$ cat config.mk
export PLATFORM = sky130hd
export DESIGN_NAME = reg_file_mp
export DESIGN_NICKNAME = d
export VERILOG_FILES = /design/src/rtl/reg_file_mp.sv
export SDC_FILE = /design/constraint.sdc
export NUM_CORES = 2
export LEC_CHECK = 0
export CELL_PAD_IN_SITES_DETAIL_PLACEMENT = 2
export CELL_PAD_IN_SITES_GLOBAL_PLACEMENT = 2
export CORE_ASPECT_RATIO = 0.8
export CORE_MARGIN = 1.5
export CORE_UTILIZATION = 43
export DETAILED_ROUTE_END_ITERATION = 10
export PLACE_DENSITY = 0.92
export REMOVE_ABC_BUFFERS = 1
export SLEW_MARGIN = 40
export SYNTH_ARGS = -nofsm -noshare
export SYNTH_HDL_FRONTEND = slang
export SYNTH_SLANG_ARGS = --single-unit
export TNS_END_PERCENT = 50
$ cat constraint.sdc
create_clock -name clock -period 3.9 [get_ports clock]
set_input_delay 1.17 -clock clock [delete_from_list [all_inputs] [get_ports clock]]
set_output_delay 1.17 -clock clock [all_outputs]
set_load 0.01 [all_outputs]
$ cat src/rtl/reg_file_mp.sv
// Multi-ported register file: two write ports, two combinational read ports,
// optional hard-wired zero entry and optional write-to-read forwarding.
// A flush request zeroes the array one entry per cycle. User writes that
// arrive during the sweep are discarded and reported.
module reg_file_mp #(
   parameter int WIDTH    = 32,
   parameter int DEPTH    = 32,
   parameter int ZERO_REG = 0,
   parameter int BYPASS   = 0,
   localparam int AW      = $clog2(DEPTH)
) (
   input  logic             clock,
   input  logic             clear_n,
   input  logic             write1,
   input  logic [WIDTH-1:0] write_data1,
   input  logic [AW-1:0]    write_index1,
   input  logic             write2,
   input  logic [WIDTH-1:0] write_data2,
   input  logic [AW-1:0]    write_index2,
   input  logic [AW-1:0]    read_index_a,
   input  logic [AW-1:0]    read_index_b,
   output logic [WIDTH-1:0] read_value_a,
   output logic [WIDTH-1:0] read_value_b,
   input  logic             flush,
   output logic             busy,
   output logic             flush_done,
   output logic             write_drop
);

   typedef enum logic {IDLE, SWEEP} state_t;

   state_t            r_state;
   logic [AW-1:0]     r_cnt;
   logic              r_busy;
   logic              r_done;
   logic              r_drop;
   logic [WIDTH-1:0]  r_mem [DEPTH];
   logic [WIDTH-1:0]  w_rd_a;
   logic [WIDTH-1:0]  w_rd_b;
   logic              w_fwd_en;

   // Sweep controller: counts through every entry once, then pulses done.
   // r_busy mirrors the SWEEP state so it can gate the write path directly.
   always_ff @(posedge clock or negedge clear_n) begin
      if (!clear_n) begin
         r_state <= IDLE;
         r_cnt   <= '0;
         r_busy  <= 1'b0;
         r_done  <= 1'b0;
         r_drop  <= 1'b0;
      end else begin
         r_drop <= r_busy && (write1 || write2);
         r_done <= 1'b0;
         case (r_state)
            IDLE: begin
               if (flush) begin
                  r_state <= SWEEP;
                  r_busy  <= 1'b1;
                  r_cnt   <= '0;
               end
            end
            SWEEP: begin
               // counter wraps back to 0 on the final entry
               r_cnt <= r_cnt + 1'b1;
               if (r_cnt == AW'(DEPTH - 1)) begin
                  r_state <= IDLE;
                  r_busy  <= 1'b0;
                  r_done  <= 1'b1;
               end
            end
            default: r_state <= IDLE;
         endcase
      end
   end

   // Per-entry storage: sweep clear beats user writes; port 1 beats port 2.
   // A flush accepted from IDLE still lets that edge's writes land.
   for (genvar g = 0; g < DEPTH; g++) begin : g_ent
      localparam logic [AW-1:0] IDX = AW'(g);
      always_ff @(posedge clock or negedge clear_n) begin
         if (!clear_n)
            r_mem[g] <= '0;
         else if (ZERO_REG != 0 && g == 0)
            r_mem[g] <= '0;
         else if (r_busy && r_cnt == IDX)
            r_mem[g] <= '0;
         else if (!r_busy && write1 && write_index1 == IDX)
            r_mem[g] <= write_data1;
         else if (!r_busy && write2 && write_index2 == IDX)
            r_mem[g] <= write_data2;
      end
   end

   // forwarding only when writes would actually be accepted
   assign w_fwd_en = (BYPASS != 0) && clear_n && !r_busy;

   // Read port A: array lookup, optional forwarding, zero-entry override.
   always_comb begin
      w_rd_a = r_mem[read_index_a];
      if (w_fwd_en) begin
         if (write1 && write_index1 == read_index_a)      w_rd_a = write_data1;
         else if (write2 && write_index2 == read_index_a) w_rd_a = write_data2;
      end
      if (ZERO_REG != 0 && read_index_a == '0) w_rd_a = '0;
   end

   // Read port B: identical to port A.
   always_comb begin
      w_rd_b = r_mem[read_index_b];
      if (w_fwd_en) begin
         if (write1 && write_index1 == read_index_b)      w_rd_b = write_data1;
         else if (write2 && write_index2 == read_index_b) w_rd_b = write_data2;
      end
      if (ZERO_REG != 0 && read_index_b == '0) w_rd_b = '0;
   end

   assign read_value_a = w_rd_a;
   assign read_value_b = w_rd_b;
   assign busy         = r_busy;
   assign flush_done   = r_done;
   assign write_drop   = r_drop;

endmodule

==> results of run 1 <==
-- what timing repair did --
action,CTS
endpoints found under the setup margin,64
pin swaps,179
buffers inserted,162
gates resized for setup,1136
gates cloned,43
-- synthesized netlist by cell type --
library cell / n / share of area
nand2_1: 266 / 0.015
dfrtp_1: 1033 / 0.39
a21o_1: 1 / 0.00011
nor3_2: 2 / 0.00030
o31ai_1: 1 / 0.00011
ha_1: 6 / 0.0011
buf_4: 18 / 0.0020
and3b_1: 2 / 0.00027
inv_1: 3 / 0.00017
a31oi_1: 96 / 0.0091
nor2_4: 1 / 0.00017
nor2b_1: 14 / 0.0013
inv_2: 1 / 0.000057
buf_1: 78 / 0.0044
o21a_1: 1 / 0.00011
nor2_1: 24 / 0.0014
a22o_1: 128 / 0.017
clkbuf_1: 434 / 0.025
a21boi_2: 55 / 0.0094
o21ai_0: 5 / 0.00038
nor3_1: 64 / 0.0049
or3b_1: 1 / 0.00013
nand2b_1: 6 / 0.00057
nand3_1: 205 / 0.016
a21boi_1: 7 / 0.00080
o2bb2ai_1: 992 / 0.13
nor3b_1: 1 / 0.00011
o22ai_1: 1 / 0.000095
nand4_1: 4 / 0.00038
nand4_2: 5 / 0.00095
or2_2: 2 / 0.00019
nand3_2: 11 / 0.0017
nor2_2: 1 / 0.000095
buf_2: 231 / 0.018
mux2i_1: 2017 / 0.31
nand3b_2: 1 / 0.00017
a21oi_1: 207 / 0.016
a22oi_1: 192 / 0.022
and3_1: 3 / 0.00028
and2_1: 5 / 0.00047
o21ai_1: 19 / 0.0014
-- cells by family after synthesis --
logic type | share of synthesized area
AOI/OAI and AO/OA | 0.208
adders and majority gates | 0.00114
buffers and inverters | 0.0489
DFF | 0.392
muxes | 0.306
and+or+nand+nor | 0.0440
-- metrics by stage --
| step | setup TNS [ps] | instances |
|---|---|---|
| after floorplan | -774630 | 5383 |
| after global placement | -70930 | 8215 |
| after detailed placement | -86580 | 8226 |
| after CTS | -10990 | 8635 |
-- per-layer routing --
| metal | overflow | track usage |
|---|---|---|
| met5 | 1 | 0.514 |
| met4 | 175 | 0.780 |
| met3 | 28 | 0.761 |
| met2 | 240 | 0.917 |
| met1 | 26 | 0.836 |
==> results_dict.tcl, run 1 <==
set metrics [dict create \
    core.rowCount 128 \
    io_pins 156 \
    failing_step "5_1_grt" \
    status "aborted with a tool error" \
    die_h_um 353 \
    dp_hpwl_um 263000 \
    clkSinkCount 1033 \
    preCtsSetupSlack_ps -1590 \
    gp_congestion 0.973 \
    overflow 470 \
    htree_num_levels 3 \
    place_area_um2 74900 \
    ys_types 41 \
    grt_max_degree 85 \
    initial_core_util 0.433 \
    error "[ERROR GRT-0116] Global routing finished with congestion. Check the congestion regions in the DRC Viewer." \
    grt_pass1_vias 93200 \
    clockRootBuffer "clkbuf_16" \
    syn_area_per_cell_um2 10.7 \
    io_buffer_count 155 \
    yosys_warnings 0 \
    max-clock-path-buffers 3 \
    seq_area_frac_synth 0.392 \
    grt_first_pass_wirelength_um 900000 \
    hold_buffers 0 \
    cts_made_buffers 115 \
    synthCells 6144 \
    grtUsageTotal 0.826 \
    mappedNetlistArea_um2 66000 \
    die_w_um 441 \
    ys_ff_latch 1033 \
]
==> inputs of run 2 (changes only) <==
CELL_PAD_IN_SITES_DETAIL_PLACEMENT = default   (was 2)
CELL_PAD_IN_SITES_GLOBAL_PLACEMENT = default   (was 2)
CORE_ASPECT_RATIO = default   (was 0.8)
CORE_UTILIZATION = 40   (was 43)
PLACE_DENSITY = default   (was 0.92)
PLACE_DENSITY_LB_ADDON = 0.15   (was default)
==> run 2 against run 1 <==
The flow now finishes, with violations (negative setup slack); synthesized cell count unchanged; synthesized area is the same.
==> results_dict.tcl, run 2 <==
set metrics [dict create \
    worst_slack_ps -320 \
    area_growth_pct 30.0 \
    synthMostInstantiatedCell "mux2i_1" \
    pwr_density_cell_nw_per_um2 552 \
    ys_types 41 \
    power_frac_seq 0.404 \
    core_region_area_um2 163000 \
    place_area_um2 75200 \
    synthArstFlopShare 1.00 \
    clk_latency_ps 790 \
    synthCells 6144 \
    dieArea_um2 167000 \
    yosys-top-cells-count "2017 x mux2i_1, 1033 x dfrtp_1, 992 x o2bb2ai_1" \
    yosys_warnings 0 \
    irDropWorstVdd_mv 0.403 \
    seq_area_frac_synth 0.392 \
    grt_pass1_vias 58800 \
    first_pass_iters 6 \
    combinationalPowerShare 0.334 \
    final_cell_mix "1937 x mux2i_1, 1033 x dfrtp_1, 992 x o2bb2ai_1" \
    final-setup-viol-count 63 \
    postLayoutCoreUtil 0.525 \
    grt_max_degree 94 \
    synth_top_area_frac 0.392 \
    layout_commonest_cell "mux2i_1" \
    status "complete, but fails checks" \
    power.leakage_nw 43.6 \
    num-nets-final 6595 \
    maxSlewHeadroom 0.360 \
    reg_top3 "r_mem: 1024 flops, r_cnt: 5 flops" \
    drt_iter0_drc 7941 \
    drt-total-wl_um 334000 \
    mappedNetlistArea_um2 66000 \
    crit_path_max_fanout 7 \
    fmax_ghz 0.237 \
    crit_path_end_kind "primary output" \
    path_class "in2out" \
    cts.clk_slew.worst_paths_ps 60 \
    sw_frac_of_total 0.363 \
    drive_gt1_frac 0.234 \
    period_share 1.08 \
    die_w_um 409 \
    violations "negative setup slack" \
    synth-edff-count 0 \
    clkPwrFrac 0.262 \
    grtUsageTotal 0.385 \
    drc_errors 0 \
    cap_viol_max_count 0 \
    hold_buffers 0 \
    htree_num_levels 3 \
    clkSinkCount 1033 \
    max-clock-path-buffers 3 \
    initial_core_util 0.404 \
    synth_area_leaders "dfrtp_1 39%, mux2i_1 31%, o2bb2ai_1 13%" \
    clockRootBuffer "clkbuf_16" \
    overflow 0 \
    cts_tree "done" \
    final-hold-violation-count 0 \
    syn_area_per_cell_um2 10.7 \
    required_ps 2730 \
    regMostFlops "r_mem" \
    period_minus_slack_ps 4220 \
    nFillCells 14300 \
    gp_congestion 0.938 \
    viasPerCell 6.89 \
    synth.largest_area_cell "dfrtp_1" \
    core.rowCount 148 \
    largest_register_ffs 1024 \
    p_int_w 0.0301 \
    wl_per_cell_um 38.0 \
    vias 60500 \
    fin_area_um2 85700 \
    cts_made_buffers 120 \
    synth_top_flop_cell "dfrtp_1" \
    die_h_um 409 \
    worstMarginPinSlew_ps 961 \
    setup.worst_path.start_class "input port" \
    grt_setup_unrepaired "true" \
    ys_ff_latch 1033 \
    power.switching_w 0.0172 \
    drv_slew 0 \
    grt_antenna_before_repair 4 \
    cp.arrival_ps 3050 \
    skew_ps 48.0 \
    dp_hpwl_um 194000 \
    min_path_type "in2async" \
    ant_nets 0 \
    grt_first_pass_wirelength_um 462000 \
    io_buffer_count 155 \
    hold_ws_ps 255 \
    io_pins 156 \
]
==> run 2: cell counts after synthesis <==
No cell type changed its count.
==> run 2: kinds of logic after synthesis <==
logic type,share of synthesized area
and+or+nand+nor,0.0440
AOI/OAI and AO/OA,0.208
muxes,0.306
adders and majority gates,0.00114
buffers and inverters,0.0489
DFF,0.392
==> run 2: power groups by stage <==
stage / logic [W] / clock network [W] / registers (W)
2_1_floorplan: 0.00863 / 0 / 0.0176
3_3_place_gp: 0.0138 / 0 / 0.0186
3_5_place_dp: 0.0141 / 0 / 0.0186
4_1_cts: 0.0151 / 0.0125 / 0.0187
5_1_grt: 0.0167 / 0.0128 / 0.0195
6_report: 0.0158 / 0.0124 / 0.0191
==> run 2: what timing repair did <==
item	CTS	global route
resized for setup	827	223
pin swaps	167	126
cloned	43	9
endpoints found under the setup margin	64	64
buffers inserted	101	68
==> run 2: path summary, 6_finish.rpt <==
path | end | slack [ps] | from | depth (start not counted)
max | read_value_b[25] | -320 | read_index_b[1] | 9
min | r_mem[431] | 260 | clear_n | 1
max reg2reg | r_mem[76] | 1180 | busy | 8
min reg2reg | r_mem[112] | 510 | r_mem[112] | 1
max in group asynchronous | r_mem[262] | 2380 | clear_n | 3
min in group clock | r_mem[112] | 510 | r_mem[112] | 1
==> run 2: cell type report <==
type                       count  area [um2]  share of cell area
clock inverter                50         703             0.00820
antenna                        3        7.51           0.0000875
multi-input combinational   4346       40400               0.471
inverter                       4        15.0            0.000175
timing repair buffer         995       12600               0.146
clock buffer                 167        3520              0.0411
sequential                  1033       25800               0.301
tap                         2175        2720              0.0317
==> run 2: through the flow <==
step | std cells | power [W] | worst slack [ps] | TNS (ps)
after floorplan | 5383 | 0.0262 | -3390 | -774630
after global placement | 8364 | 0.0323 | -1550 | -79980
after detailed placement | 8371 | 0.0327 | -1540 | -80100
after CTS | 8712 | 0.0462 | -250 | -9210
after global routing | 8770 | 0.0490 | -301 | -10240
final | 8773 | 0.0473 | -320 | -9580
==> run 2: critical path: stages <==
cell and delay [ps]:
buf_16 180, clkbuf_16 230, buf_12 110, buf_16 120, mux2i_1 320, nand2_1 190
a31oi_4 350, nand3_2 160, buf_6 160
==> run 2: metal layers <==
layer,GRT usage,share of wire
met3,0.129,0.12
met5,0.00374,0.00033
met2,0.534,0.41
met1,0.517,0.40
met4,0.220,0.068
(Power assumes the default switching activity.)
